--- src/rtl/param_counter_pkg.sv ---
// Shared constants for the parameterised up/down counter.
// Direction and boundary-mode encodings used by the counter and its checker.
package param_counter_pkg;

  localparam int unsigned DEFAULT_WIDTH = 5;

  localparam logic DIR_UP   = 1'b1;
  localparam logic DIR_DOWN = 1'b0;

  localparam bit MODE_WRAP = 1'b0;
  localparam bit MODE_SAT  = 1'b1;

endpackage

--- src/rtl/param_counter_sva.sv ---
// Observe-only assertion checker for param_counter; every input is a tap, nothing is driven back.
// Compiled into the counter only when PARAM_COUNTER_SVA_EN is defined.
module param_counter_sva
  import param_counter_pkg::*;
#(
  parameter int unsigned     WIDTH    = DEFAULT_WIDTH,
  parameter longint unsigned MAX_VAL  = (64'd1 << WIDTH) - 64'd1,
  parameter bit              SATURATE = MODE_WRAP
) (
  input logic             clk,
  input logic             rst_n,
  input logic             en,
  input logic             dir,
  input logic             clr,
  input logic             load,
  input logic [WIDTH-1:0] load_val,
  input logic             ovf_clr,
  input logic [WIDTH-1:0] count,
  input logic             tc,
  input logic             ovf
);

  localparam logic [WIDTH-1:0] MAX_CNT = WIDTH'(MAX_VAL);

  logic             event_hit;
  logic [WIDTH-1:0] clamp_v;
  logic [WIDTH-1:0] bound_v;

  always_comb begin
    event_hit = en & ~clr & ~load &
                ((dir == DIR_UP) ? (count == MAX_CNT) : (count == '0));
    clamp_v   = (load_val > MAX_CNT) ? MAX_CNT : load_val;
    bound_v   = count;
    if (SATURATE == MODE_WRAP) bound_v = (dir == DIR_UP) ? '0 : MAX_CNT;
  end

  a_rst_val: assert property (@(posedge clk) !rst_n |-> (count == '0) && !tc && !ovf);

  a_range: assert property (@(posedge clk) disable iff (!rst_n) count <= MAX_CNT);

  a_clr: assert property (@(posedge clk) disable iff (!rst_n)
    clr |=> (count == '0) && !tc);

  a_load: assert property (@(posedge clk) disable iff (!rst_n)
    (!clr && load) |=> (count == $past(clamp_v)) && !tc);

  a_up: assert property (@(posedge clk) disable iff (!rst_n)
    (en && !clr && !load && dir == DIR_UP && count != MAX_CNT) |=> count == $past(count) + 1'b1);

  a_down: assert property (@(posedge clk) disable iff (!rst_n)
    (en && !clr && !load && dir == DIR_DOWN && count != '0) |=> count == $past(count) - 1'b1);

  a_bound: assert property (@(posedge clk) disable iff (!rst_n)
    event_hit |=> tc && ovf && (count == $past(bound_v)));

  a_hold: assert property (@(posedge clk) disable iff (!rst_n)
    (!clr && !load && !en) |=> count == $past(count));

  a_tc_pulse: assert property (@(posedge clk) disable iff (!rst_n) !event_hit |=> !tc);

  a_ovf_keep: assert property (@(posedge clk) disable iff (!rst_n) (ovf && !ovf_clr) |=> ovf);

  a_ovf_clr: assert property (@(posedge clk) disable iff (!rst_n)
    (!event_hit && ovf_clr) |=> !ovf);

endmodule

--- src/rtl/param_counter.sv ---
// Up/down counter with terminal value MAX_VAL, wrap or saturate at the bounds, tc pulse and sticky ovf.
// Define PARAM_COUNTER_SVA_EN to embed the param_counter_sva checker.
module param_counter
  import param_counter_pkg::*;
#(
  parameter int unsigned     WIDTH    = DEFAULT_WIDTH,
  parameter longint unsigned MAX_VAL  = (64'd1 << WIDTH) - 64'd1,
  parameter bit              SATURATE = MODE_WRAP
) (
  input  logic             clk,
  input  logic             rst_n,
  input  logic             en,
  input  logic             dir,
  input  logic             clr,
  input  logic             load,
  input  logic [WIDTH-1:0] load_val,
  input  logic             ovf_clr,
  output logic [WIDTH-1:0] count,
  output logic             tc,
  output logic             ovf
);

  localparam logic [WIDTH-1:0] MAX_CNT = WIDTH'(MAX_VAL);

  logic             event_hit;
  logic [WIDTH-1:0] step_val;
  logic [WIDTH-1:0] count_nxt;

  // Boundary steps never reach the +/-1 path, so WIDTH-bit arithmetic cannot overflow.
  always_comb begin
    event_hit = en & ~clr & ~load &
                ((dir == DIR_UP) ? (count == MAX_CNT) : (count == '0));
    step_val  = (dir == DIR_UP) ? count + 1'b1 : count - 1'b1;
    if (event_hit) begin
      step_val = count;
      if (SATURATE == MODE_WRAP) step_val = (dir == DIR_UP) ? '0 : MAX_CNT;
    end
    count_nxt = count;
    if (clr)       count_nxt = '0;
    else if (load) count_nxt = (load_val > MAX_CNT) ? MAX_CNT : load_val;
    else if (en)   count_nxt = step_val;
  end

  always_ff @(posedge clk or negedge rst_n) begin
    if (!rst_n) begin
      count <= '0;
      tc    <= 1'b0;
      ovf   <= 1'b0;
    end else begin
      count <= count_nxt;
      tc    <= event_hit;
      ovf   <= event_hit | (ovf & ~ovf_clr);
    end
  end

`ifdef PARAM_COUNTER_SVA_EN
  param_counter_sva #(
    .WIDTH    (WIDTH),
    .MAX_VAL  (MAX_VAL),
    .SATURATE (SATURATE)
  ) u_sva (
    .clk      (clk),
    .rst_n    (rst_n),
    .en       (en),
    .dir      (dir),
    .clr      (clr),
    .load     (load),
    .load_val (load_val),
    .ovf_clr  (ovf_clr),
    .count    (count),
    .tc       (tc),
    .ovf      (ovf)
  );
`else
  // Checker-free build: the counter logic above is the whole design.
`endif

endmodule

--- config.mk ---
export PLATFORM = sky130hd
export DESIGN_NAME = param_counter
export DESIGN_NICKNAME = d
export VERILOG_FILES = /design/src/rtl/param_counter_pkg.sv /design/src/rtl/param_counter_sva.sv /design/src/rtl/param_counter.sv
export SDC_FILE = /design/constraint.sdc
export NUM_CORES = 1
export LEC_CHECK = 0
export BUFFER_PORTS_ARGS = -buffer_cell sky130_fd_sc_hd__buf_2
export CELL_PAD_IN_SITES_DETAIL_PLACEMENT = 1
export CELL_PAD_IN_SITES_GLOBAL_PLACEMENT = 1
export CORE_MARGIN = 2
export CORE_UTILIZATION = 36
export DETAILED_ROUTE_END_ITERATION = 10
export PLACE_DENSITY = 0.84
export SYNTH_ARGS = -nofsm -noshare
export SYNTH_HDL_FRONTEND = slang
export SYNTH_SLANG_ARGS = --single-unit
--- constraint.sdc ---
create_clock -name clk -period 3.5 [get_ports clk]
set_input_delay 0.35 -clock clk [delete_from_list [all_inputs] [get_ports clk]]
set_output_delay 0.35 -clock clk [all_outputs]
set_load 0.05 [all_outputs]
Word-level counts from Yosys, hierarchy flattened
Cells that the tools add are included.
- reductions and logical operators: 2
- equal/unequal tests: 1
- $add $sub $neg: 2
- order comparisons: 1
- bitwise operators: 8
- multiplexer cells: 8
- operator list (cell ; count):
    2-to-1 mux 5 bit ; 7
    adder 5 x 1 -> 5 bit, second input constant ; 1
    == test 5 bit, second input constant ; 1
    > comparator 5 bit, second input constant ; 1
    zero test 5 bit ; 1
    subtractor 5 x 1 -> 5 bit, second input constant ; 1
    bitwise AND 1 bit ; 4
    NOT 1 bit ; 3
    nonzero test 3 bit ; 1
    2-to-1 mux 1 bit ; 1
    OR 1 bit ; 1
- bits of input ports: 12
- output and inout port bits: 7
- logic and storage cells: 25
- bits in registers: 7

Depth between registers and ports, before layout
- depth in word-level cells: 8
- gate-level depth with buffers: 7
- gate-level depth less buffers: 7

Worst setup path after synthesis
OpenSTA, ideal clock, no wires.
- kind: register -> register
- from: register count[0]
- to: register count[4]
- library setup time: 96 ps
- setup slack: 1546 ps
- required time: 3404 ps
- buffers on the path: 0
- stages on the path, launching flop included: 7
- arrival time: 1859 ps
- clock period less this slack: 1954 ps
- cell sequence: dfrtp_1 -> fa_1 -> a21o_1 -> a21oi_1 -> xnor2_1 -> nand2_1 -> a311oi_2
- longest elaborated chain between the ends: 7
- elaborated cells on any way between the ends: 11
- those cells by class: add/sub: 2; eq/ne: 1; mux: 6; bitwise: 1; reduce/logical: 1
- ends and longest elaborated chain (item ; RTL line ; RTL):
    start, declared ; param_counter.sv:18 ; output logic [WIDTH-1:0] count,
    start signal, assigned ; param_counter.sv:50 ; count <= count_nxt;
    parallel branches: the longest is 3 deep, another holds subtractor 5 x 1 -> 5 bit ; -- ;
    2-to-1 mux 5 bit * ; param_counter.sv:34 ; if (event_hit) begin
    2-to-1 mux 5 bit * ; param_counter.sv:41 ; else if (en) count_nxt = step_val;
    2-to-1 mux 5 bit * ; param_counter.sv:40 ; else if (load) count_nxt = (load_val > MAX_CNT) ? MAX_CNT : load_val;
    2-to-1 mux 5 bit * ; param_counter.sv:39 ; if (clr) count_nxt = '0;
Mark *: on every way between the ends. The select of a mux whose other input is x is not followed.
A chain may end at the register's enable or synchronous reset.

Worst setup path after layout
Ends and elaborated chain as after synthesis.

==> run metrics <==
io pins 19; post-route ant nets 0; layout cells sized above 1 31.8%; initial antenna violation count 0; RSZ-0062 raised after global routing no; worst reg2reg path depth 6; Max Fclk 535 MHz; Final nets 102; Worst Setup End Kind flip-flop; post-DP HPWL 1160 µm; Max Cap Violations 0; worst hold path endpoint ovf; clock sinks 7; CTS tree built; post-DR vias/cell 5.36; ranking of synthesized cells by area dfrtp_1 (31%), a21oi_1 (8.0%), ha_1 (6.7%); Reg-to-Reg Start count[0]; worst path required time 3.66 ns; Yosys top cell by area dfrtp_1; worst hold margin 0.267 ns; Final setup viols 0; remaining global-route overflow 0; Synth Cell Area 561 µm²; pwr dens 395 nW/µm²; std cell rows 14; most common cell after layout, fill and taps aside buf_2; chip width 43.5 µm; Final Max Tran Viols 0; Worst Setup Start Kind flip-flop; Fin Clk Skew 0.00323 ns; Max VDD drop 0.183 mV; Placeable Area 1490 µm²; initial drt markers 4; Least-Margin Pin Slew 0.288 ns; clock buffer depth 2; final wirelength 1460 µm; Synth warnings 0; Die ar. 1890 µm²; share of the synthesized area in the top cell type 31.3%; vias post-DR 541; clock period minus worst slack 1.87 ns; Setup CP Type flip-flop to flip-flop; worst r2r dst count[4]; DRC 0; number of buffers created by CTS 3; Max H-tree Level 1; Core Util, Final 46.6%; Mapped Cells 63; n_diodes 0; Pre-antenna DRT Iters 3; Die H 43.5 µm; min-delay src ovf_clr; Arr. time, crit path 2.03 ns; WL per Instance 14.4 µm; CTS root buffer clkbuf_4; GRT Overall Usage 17.5%; Relative slew margins 80.7%; GP Congestion 0.808; synthesized area per cell 8.90 µm²; Final period util 53.4%; first-pass GRT wire length 2370 µm; syn_nets 79; P_leak 0.361 nW; sequential fraction of the synthesis area 31.3%; later-pin clock latency in the skew report 0.25 ns; Post-Layout Cell Count 101; count of flip-flops with a built-in enable after synthesis 0; status complete, no violations; Reg2Reg Setup Slack 1.63 ns; commonest register cell after synthesis dfrtp_1; asr flop ratio synth 100%; placed insts 96; Setup TNS Final 0 ns; vias in the first global route 548; Hold Crit Depth 2; final hold violation count 0; Worst-path clk slew 0.05 ns; IO Port Bufs 18; synthesized flop and latch total 7; HP Class primary input to flip-flop; Cell variety after synth 27; synth-to-layout area growth 23.7%; Starting Density 37.6%; critical-path maximum fanout 6; maximum number of pins on one net before global-route repair 14; commonest cells after routing, fill and taps aside buf_2 (18), a21oi_1 (9), inv_1 (8), dfrtp_1 (7), nand2_1 (6)
==> worst max path at each step <==
stage / start / endpoint / slack, ns / cells after the start
final: count[0] / count[4] / 1.63 / 6
after global routing: count[0] / count[4] / 1.54 / 6
after CTS: count[0] / count[4] / 1.63 / 6
after detailed placement: dir / count[4] / 1.51 / 8
after global placement: dir / count[4] / 1.61 / 8
after floorplan: count[0] / count[4] / 1.55 / 6
==> where the power goes <==
part / total (mW) / leakage (nW) / internal (mW) / switching [mW]
Sequential: 0.0988 / 0.0929 / 0.0870 / 0.0118
Combinational: 0.103 / 0.253 / 0.0385 / 0.0645
Clock: 0.0720 / 0.0150 / 0.0434 / 0.0286
Total: 0.274 / 0.361 / 0.169 / 0.105
==> sequential cells by signal (all words and copies together) (netlist names) <==
signal / count
ovf: 1
tc: 1
count: 5
==> logic make-up (layout without fill, tap and decap cells) <==
| group | after synthesis | count (layout) | synth area share (%) |
|---|---|---|---|
| compound gates | 22 | 22 | 27.2 |
| xor+xnor | 5 | 5 | 7.81 |
| fa+ha+maj | 4 | 4 | 10.3 |
| buf+inv | 9 | 31 | 7.81 |
| flops | 7 | 7 | 31.3 |
| simple gates | 16 | 16 | 15.6 |
==> cells in the mapped netlist (all sizes together), types with 2 or more instances <==
master,n
a31oi,2
o21ai,3
nand2,6
dfrtp,7
a221oi,2
xnor2,4
nor2,5
a21oi,9
a21o,2
nor3,2
inv,8
ha,3
==> per-layer routing <==
| layer | routed length (µm) | share of wire (%) | global-route usage [%] |
|---|---|---|---|
| met5 | 0 | 0 | 0 |
| met4 | 10 | 0.69 | 10.9 |
| met3 | 45 | 3.1 | 1.67 |
| met2 | 767 | 53 | 29.9 |
| met1 | 635 | 44 | 21.0 |
==> worst max-delay path, stage by stage, from the launching register on <==
cell,delay [ns]
dfrtp_1,0.46
fa_1,0.47
a21o_1,0.21
a21oi_1,0.19
xnor2_1,0.14
nand2_1,0.08
a311oi_2,0.23
==> stage by stage <==
stage / cell area [µm²] / power [mW] / worst slack [ns]
2_1_floorplan: 561 / 0.173 / 1.55
3_3_place_gp: 657 / 0.198 / 1.61
3_5_place_dp: 657 / 0.202 / 1.51
4_1_cts: 693 / 0.279 / 1.63
5_1_grt: 693 / 0.293 / 1.54
6_report: 693 / 0.274 / 1.63
==> what timing repair did <==
action	CTS	global route
hold endpoints to repair	7	0
hold buffers	1	0
gates resized for setup	0	0
buffers inserted	0	0
endpoints found under the setup margin	0	0
==> final cells by class <==
| type | instances | area [µm²] |
|---|---|---|
| multi-input cells | 47 | 342 |
| inverters | 8 | 30.0 |
| repair buffers | 19 | 100 |
| well taps | 16 | 20.0 |
| flip-flops and latches | 7 | 175 |
| fillers | 186 | 796 |
| clock buffers | 4 | 26.3 |
No activity file was read; power rests on OpenSTA's default activity.
